<file path="config.mk">
export PLATFORM = sky130hd
export DESIGN_NAME = bcd_counter_mux7seg
export DESIGN_NICKNAME = d
export VERILOG_FILES = /design/src/rtl/bcd_counter_mux7seg.sv
export SDC_FILE = /design/constraint.sdc
export NUM_CORES = 1
export LEC_CHECK = 0
export ABC_AREA = 1
export BUFFER_PORTS_ARGS = -buffer_cell sky130_fd_sc_hd__buf_2
export CAP_MARGIN = 20
export CORE_UTILIZATION = 46
export CTS_CLUSTER_SIZE = 14
export DETAILED_ROUTE_END_ITERATION = 6
export GPL_ROUTABILITY_DRIVEN = 0
export PLACE_DENSITY = 0.64
export SLEW_MARGIN = 30
export SYNTH_ARGS = -nofsm -noshare
export SYNTH_HDL_FRONTEND = slang
export SYNTH_SLANG_ARGS = --single-unit
</file>
<file path="constraint.sdc">
create_clock -name clk -period 2.4 [get_ports clk]
set_clock_uncertainty 0.2 [all_clocks]
set_input_delay 0 -clock clk [delete_from_list [all_inputs] [get_ports clk]]
set_output_delay 0 -clock clk [all_outputs]
set_load 0.03 [all_outputs]
</file>
<file path="src/rtl/bcd_counter_mux7seg.sv">
// Multi-digit BCD up/down counter with a multiplexed active-low 7-segment driver.
// Ports: clk, rst (sync, active-high), en, up, load, load_val[4*DIGITS] in;
//        count[4*DIGITS], carry, seg[6:0] {a..g}, an[DIGITS] out.
// Optional macro BLANK_LEADING_ZERO_EN blanks digits above the top nonzero digit.
module bcd_counter_mux7seg #(
  parameter int DIGITS = 4,
  parameter int DIV_W  = 24,
  parameter int SCAN_W = 14
) (
  input  logic                  clk,
  input  logic                  rst,
  input  logic                  en,
  input  logic                  up,
  input  logic                  load,
  input  logic [4*DIGITS-1:0]   load_val,
  output logic [4*DIGITS-1:0]   count,
  output logic                  carry,
  output logic [6:0]            seg,
  output logic [DIGITS-1:0]     an
);

  localparam int IDX_W = (DIGITS > 1) ? $clog2(DIGITS) : 1;

  logic [DIV_W-1:0]    div_q, div_d;
  logic [SCAN_W-1:0]   scan_q, scan_d;
  logic [IDX_W-1:0]    idx_q, idx_d;
  logic [4*DIGITS-1:0] cnt_q, cnt_d;
  logic                carry_q, carry_d;
  logic [6:0]          seg_q, seg_d;
  logic [DIGITS-1:0]   an_q, an_d;

  logic                tick;
  logic                wrap;
  logic [4*DIGITS-1:0] step_v;
  logic [4*DIGITS-1:0] load_v;
  logic [DIGITS-1:0]   blank_v;
  logic [3:0]          cur;
  logic                cur_blank;

  function automatic logic [6:0] seg7(input logic [3:0] d);
    logic [6:0] s;
    case (d)
      4'd0:    s = 7'b0000001;
      4'd1:    s = 7'b1001111;
      4'd2:    s = 7'b0010010;
      4'd3:    s = 7'b0000110;
      4'd4:    s = 7'b1001100;
      4'd5:    s = 7'b0100100;
      4'd6:    s = 7'b0100000;
      4'd7:    s = 7'b0001111;
      4'd8:    s = 7'b0000000;
      4'd9:    s = 7'b0000100;
      default: s = 7'b1111111;
    endcase
    return s;
  endfunction

  assign tick   = &div_q;
  assign div_d  = div_q + 1'b1;
  assign scan_d = scan_q + 1'b1;

  // Decimal step with ripple; rip surviving every digit means a wrap.
  always_comb begin
    logic       rip;
    logic [3:0] dig;
    step_v = cnt_q;
    rip    = 1'b1;
    dig    = '0;
    for (int i = 0; i < DIGITS; i++) begin
      dig = cnt_q[4*i +: 4];
      if (rip) begin
        if (up) begin
          if (dig == 4'd9) begin
            step_v[4*i +: 4] = 4'd0;
          end else begin
            step_v[4*i +: 4] = dig + 4'd1;
            rip = 1'b0;
          end
        end else begin
          if (dig == 4'd0) begin
            step_v[4*i +: 4] = 4'd9;
          end else begin
            step_v[4*i +: 4] = dig - 4'd1;
            rip = 1'b0;
          end
        end
      end
    end
    wrap = rip;
  end

  // Non-BCD load digits are forced to zero.
  always_comb begin
    load_v = '0;
    for (int i = 0; i < DIGITS; i++) begin
      if (load_val[4*i +: 4] > 4'd9) load_v[4*i +: 4] = 4'd0;
      else                           load_v[4*i +: 4] = load_val[4*i +: 4];
    end
  end

  always_comb begin
    cnt_d   = cnt_q;
    carry_d = 1'b0;
    if (load) begin
      cnt_d = load_v;
    end else if (tick && en) begin
      cnt_d   = step_v;
      carry_d = wrap;
    end
  end

  always_comb begin
    idx_d = idx_q;
    if (&scan_q) begin
      if (idx_q == IDX_W'(DIGITS - 1)) idx_d = '0;
      else                             idx_d = idx_q + 1'b1;
    end
  end

`ifdef BLANK_LEADING_ZERO_EN
  // A digit blanks when it and every digit above it are zero; digit 0 never blanks.
  always_comb begin
    logic zero_above;
    blank_v    = '0;
    zero_above = 1'b1;
    for (int i = DIGITS - 1; i >= 1; i--) begin
      zero_above = zero_above && (cnt_q[4*i +: 4] == 4'd0);
      blank_v[i] = zero_above;
    end
  end
`else
  assign blank_v = '0;
`endif

  always_comb begin
    cur       = '0;
    cur_blank = 1'b0;
    an_d      = '1;
    for (int i = 0; i < DIGITS; i++) begin
      if (idx_q == IDX_W'(i)) begin
        cur       = cnt_q[4*i +: 4];
        cur_blank = blank_v[i];
        an_d[i]   = 1'b0;
      end
    end
    seg_d = cur_blank ? 7'b1111111 : seg7(cur);
  end

  always_ff @(posedge clk) begin
    if (rst) begin
      div_q   <= '0;
      scan_q  <= '0;
      idx_q   <= '0;
      cnt_q   <= '0;
      carry_q <= 1'b0;
      seg_q   <= 7'b1111111;
      an_q    <= '1;
    end else begin
      div_q   <= div_d;
      scan_q  <= scan_d;
      idx_q   <= idx_d;
      cnt_q   <= cnt_d;
      carry_q <= carry_d;
      seg_q   <= seg_d;
      an_q    <= an_d;
    end
  end

  assign count = cnt_q;
  assign carry = carry_q;
  assign seg   = seg_q;
  assign an    = an_q;

endmodule

</file>
Yosys cells after proc, flatten, opt, wreduce, memory -nomap -nowiden
Memory sizes are Yosys's and may differ from the RTL's. A register that Yosys moved wholly into a read port is not among the register bits. Cells that the tools add are included.

Register bits: 61. Bits in latches: 0. RAM bits: 0. Bits in read-only memories: 112. Output and inout bits: 28. Memories kept: 1.

Add/subtract/negate cells: 11. Multipliers: 0. Div/mod/pow operators: 0. Order comparisons: 4. Equality and inequality tests: 7. Shift-type cells: 0. Multiplexer cells: 44. Bitwise gates (word level): 2. Reductions and logical operators: 16.

Memories: (no name shown) (words 16, width 7, read ports 1, clocked after memory_dff 1, write ports 0, line 42) `case (d)`.

Operators with widths (count): two-way mux 4 bit (23); two-way mux 16 bit (2); adder 24 x 1 -> 24 bit, second input constant (1); AND reduction 24 bit (1); two-way mux 1 bit (18); adder 4 x 1 -> 4 bit, second input constant (4); == test 4 bit, second input constant (4); greater-than comparator 4 bit, second input constant (4); logical NOT 4 bit (4); subtractor 4 x 1 -> 4 bit, second input constant (4); adder 14 x 1 -> 14 bit, second input constant (1); AND reduction 14 bit (1); nonzero test 2 bit (4); AND reduction 2 bit (3); == test 2 bit, second input constant (2); OR reduction 4 bit (1); adder 2 x 1 -> 2 bit, second input constant (1); == test 2 x 1 -> 1 bit, second input constant (1); logical NOT 2 bit (1); two-way mux 2 bit (1); inverter 1 bit (2); logical AND 1 bit (1).

Longest topological paths before layout
Depth after elaboration: 8. Depth in mapped cells: 14.

Worst setup path before layout
OpenSTA, ideal clock, no wires.

Path type: flip-flop to flip-flop. From: register idx_q[0]. To: register seg_q[3] (netlist: seg[3]). Setup time: 0.134 ns. Arrival time: 1.804 ns. Setup slack: 0.262 ns. Cell stages (with the launch flop): 13. Buffers on the path: 0. Path through: dfxtp_1 -> inv_1 -> ha_1 -> nand3_1 -> o21ai_0 -> nand2_1 -> nand2_1 -> o21ai_0 -> inv_1 -> ha_1 -> or2_2 -> nand3_1 -> nand3_1.

Word-level cells in the longest chain between the ends: 5. Elaborated cells between the ends (all ways): 8.

Ends and longest elaborated chain: start: declaration (line 26) `logic [IDX_W-1:0] idx_q, idx_d;`; start signal: assignment (line 161) `idx_q <= idx_d;`; logical NOT 2 bit (line 140) `if (idx_q == IDX_W'(i)) begin`; two-way mux 4 bit (3 in a row) (line 140); two-way mux 4 bit (*) (line 140); end: declaration (line 29) `logic [6:0] seg_q, seg_d;`.

Mark *: on every way between the ends. The rest lies on a longest branch, timed or not. A chain may end at the register's enable or synchronous reset.

Final worst setup path
Same ends and word-level chain as after synthesis.

==> results.py <==
metrics = {
    "timing": {
        "max_freq_mhz": 456,
        "fin_crit_ps": 2190,
        "hold_ws_ps": 58.3,
        "tightest_slew_ps": 511,
        "drv_slew": 0,
        "setup_tns_ps": 0,
        "period_share": 0.914,
        "rsz0062_at_grt": "no",
        "slew_headroom": 0.659,
        "finalSetupViolations": 0,
        "hold_viol": 0,
    },
    "worst_setup_path": {
        "critPathMaxFanout": 5,
        "cp.buffers_inverters": 2,
        "slowest_stage": "dfxtp_2",
        "cpMostUsedCell": "nand3_1",
        "slowest_delay_ps": 350,
        "critPathCaptureType": "register",
        "worstPathArrival_ps": 2220,
        "critical_path_required_ps": 2430,
        "path_depth": 11,
        "critPathKind": "register to register",
        "rr_worst_depth": 11,
        "critical-path-top-delay-family": "simple AND/OR/NAND/NOR gates",
        "critPathLaunchType": "register",
        "crit_path_cell_trace": "inv_1, ha_1, nand3_1, o211ai_1, nand2_1, nand2_1, inv_1, ha_1, or2_2, nand3_1, nand3_1",
    },
    "finish": {
        "fin_nets": 699,
        "fill_cells": 826,
        "syn_to_final_growth_pct": 20.5,
        "final_cells": 777,
        "final_cell_mix": "nand2_1, nor2_1, dfxtp_1, inv_1, nand3_1",
        "multiInputGateArea_sq_um": 2210,
        "register_area_sq_um": 1370,
        "final_area_sq_um": 4720,
        "antennaDiodeCount": 0,
        "layout_commonest_cell": "nand2_1",
        "final_util": 0.575,
        "drive_above_1_share": 0.150,
    },
    "synthesis": {
        "syn_inst": 597,
        "post_synth_num_cell_types": 39,
        "ys_seq_elements": 68,
        "syn_area_sq_um": 3920,
        "ys_seq_area_frac": 0.347,
        "synth_nets": 629,
        "syn_area_per_cell_sq_um": 6.56,
        "yosysWarningCount": 0,
    },
    "cts": {
        "cts-htree-levels": 3,
        "cts.sinks": 68,
        "tritoncts": "built",
        "cts.path.max_buffers": 2,
        "clk_pin_slew_ps": 80,
        "cts-root-buf": "clkbuf_8",
        "cts_buffers": 9,
        "cts_setup_buffers": 0,
        "clock_latency_ps": 350,
    },
    "grt": {
        "antenna_found_initial": 0,
        "grt.total_usage": 0.237,
        "grt_pass1_wl_mm": 16.5,
        "grt-ovfl-total": 0,
        "grt_pass1_vias": 3709,
        "grt_max_degree": 25,
    },
    "power": {
        "p_leak_nw": 2.10,
        "power_density_nw_per_um2": 588,
        "ir_worst_vdd_mv": 0.315,
    },
    "run": {
        "cap_viol_max_count": 0,
    },
    "min_path": {
        "min_path_cells": 4,
        "hp-class": "primary input to register",
    },
    "routing": {
        "routed-via-count": 4069,
        "wl_per_cell_um": 12.5,
        "first_iter_violations": 274,
        "via_per_inst": 5.24,
        "routed_wl_mm": 9.73,
        "met1_length_mm": 4.27,
        "drc": 0,
        "first_pass_iters": 5,
        "top_layer": "met4",
        "dr_wl_met2_mm": 4.49,
        "ant_nets": 0,
        "dr_wl_met3_um": 579,
    },
    "die": {
        "start_util": 0.477,
        "coreArea_sq_um": 8220,
        "dieArea_sq_um": 8890,
        "dieHeight_um": 94.3,
        "die_x_um": 94.3,
        "rows": 33,
        "io_pins": 49,
    },
    "outcome": {
        "status": "complete, no violations",
    },
    "place": {
        "port_buffers": 48,
        "post_dp_cell_area_sq_um": 4240,
        "place_inst": 736,
        "post-dp-hpwl_mm": 6.70,
    },
}
==> flip-flops by register name, summed over array words and instances, names as in the netlist <==
name / cells
div_q: 24
count: 16
scan_q: 14
seg: 7
an: 4
idx_q: 2
carry: 1
==> path summary, 6_finish.rpt <==
| path | from | end | slack, ps |
|---|---|---|---|
| worst min-delay path | load | count[11] | 60 |
| worst max register to register | idx_q[0] | seg[3] | 210 |
| worst min register to register | div_q[23] | div_q[23] | 250 |
| worst max-delay path | idx_q[0] | seg[3] | 210 |
==> cells by family (layout without fill, tap and decap cells) <==
| group | after synthesis | after routing | share of synthesized area |
|---|---|---|---|
| flip-flops | 68 | 68 | 0.347 |
| XOR/XNOR | 8 | 8 | 0.0179 |
| adder cells (fa/ha/maj) | 11 | 11 | 0.0351 |
| AND/OR/NAND/NOR | 307 | 307 | 0.354 |
| AO/OA/AOI/OAI | 112 | 112 | 0.155 |
| buffers and inverters | 91 | 166 | 0.0910 |
==> worst reg2reg max path, cell delays in order (launching register included) <==
cell and delay (ps):
dfxtp_2 350, inv_1 110, ha_1 270, nand3_1 110, o211ai_1 110, nand2_1 70, nand2_1 150, inv_1 100
ha_1 180, or2_2 300, nand3_1 70, nand3_1 70
==> stage by stage <==
step                      worst slack, ps  power, W
after floorplan                       262   0.00156
after global placement                270   0.00167
after detailed placement              169   0.00167
after CTS                             163   0.00280
after global routing                 8.26   0.00291
final                                 207   0.00278
==> synthesized netlist by cell type, drive strengths merged <==
cell type | number | area (sq um)
nand2 | 139 | 544
dfxtp | 68 | 1360
or2 | 1 | 6.26
inv | 72 | 270
xnor2 | 1 | 8.76
nand3 | 58 | 318
clkbuf | 13 | 48.8
nand4 | 14 | 87.6
o31ai | 1 | 7.51
o21ai | 48 | 244
a21oi | 47 | 243
and3 | 2 | 12.5
xor2 | 7 | 61.3
clkinv | 1 | 3.75
ha | 11 | 138
a22oi | 1 | 7.51
nor2 | 72 | 304
o21a | 2 | 15.0
o311ai | 1 | 8.76
nand3b | 2 | 15.0
buf | 5 | 33.8
nor4 | 1 | 6.26
o211ai | 5 | 37.5
nor3 | 17 | 85.1
a31oi | 7 | 43.8
nor3b | 1 | 7.51
==> area by class of cell <==
type,count,share of cell area
clock buffer,9,0.0262
clock inverter,7,0.0209
inverter,73,0.0580
multi-input combinational,438,0.468
sequential,68,0.289
tap,105,0.0278
timing repair buffer,77,0.110
==> power breakdown <==
group          total, W  switching [W]  internal (W)  leakage (nW)
registers       0.00122      0.0000487       0.00117         0.556
logic          0.000472       0.000301      0.000171          1.43
clock network   0.00109       0.000494      0.000592         0.110
total           0.00278       0.000844       0.00193          2.10
==> timing repair <==
item                                    CTS  global route
resized for setup                         0             6
hold buffers                             25             0
endpoints found under the setup margin    0             4
endpoints found under the hold margin    36             0
==> layer usage <==
layer	global-route usage	up-vias
met5	0	-
met2	0.402	117
met3	0.0380	28
li1	-	2115
met4	0.144	0
met1	0.278	1809
Power figures use the tool's default switching activity.
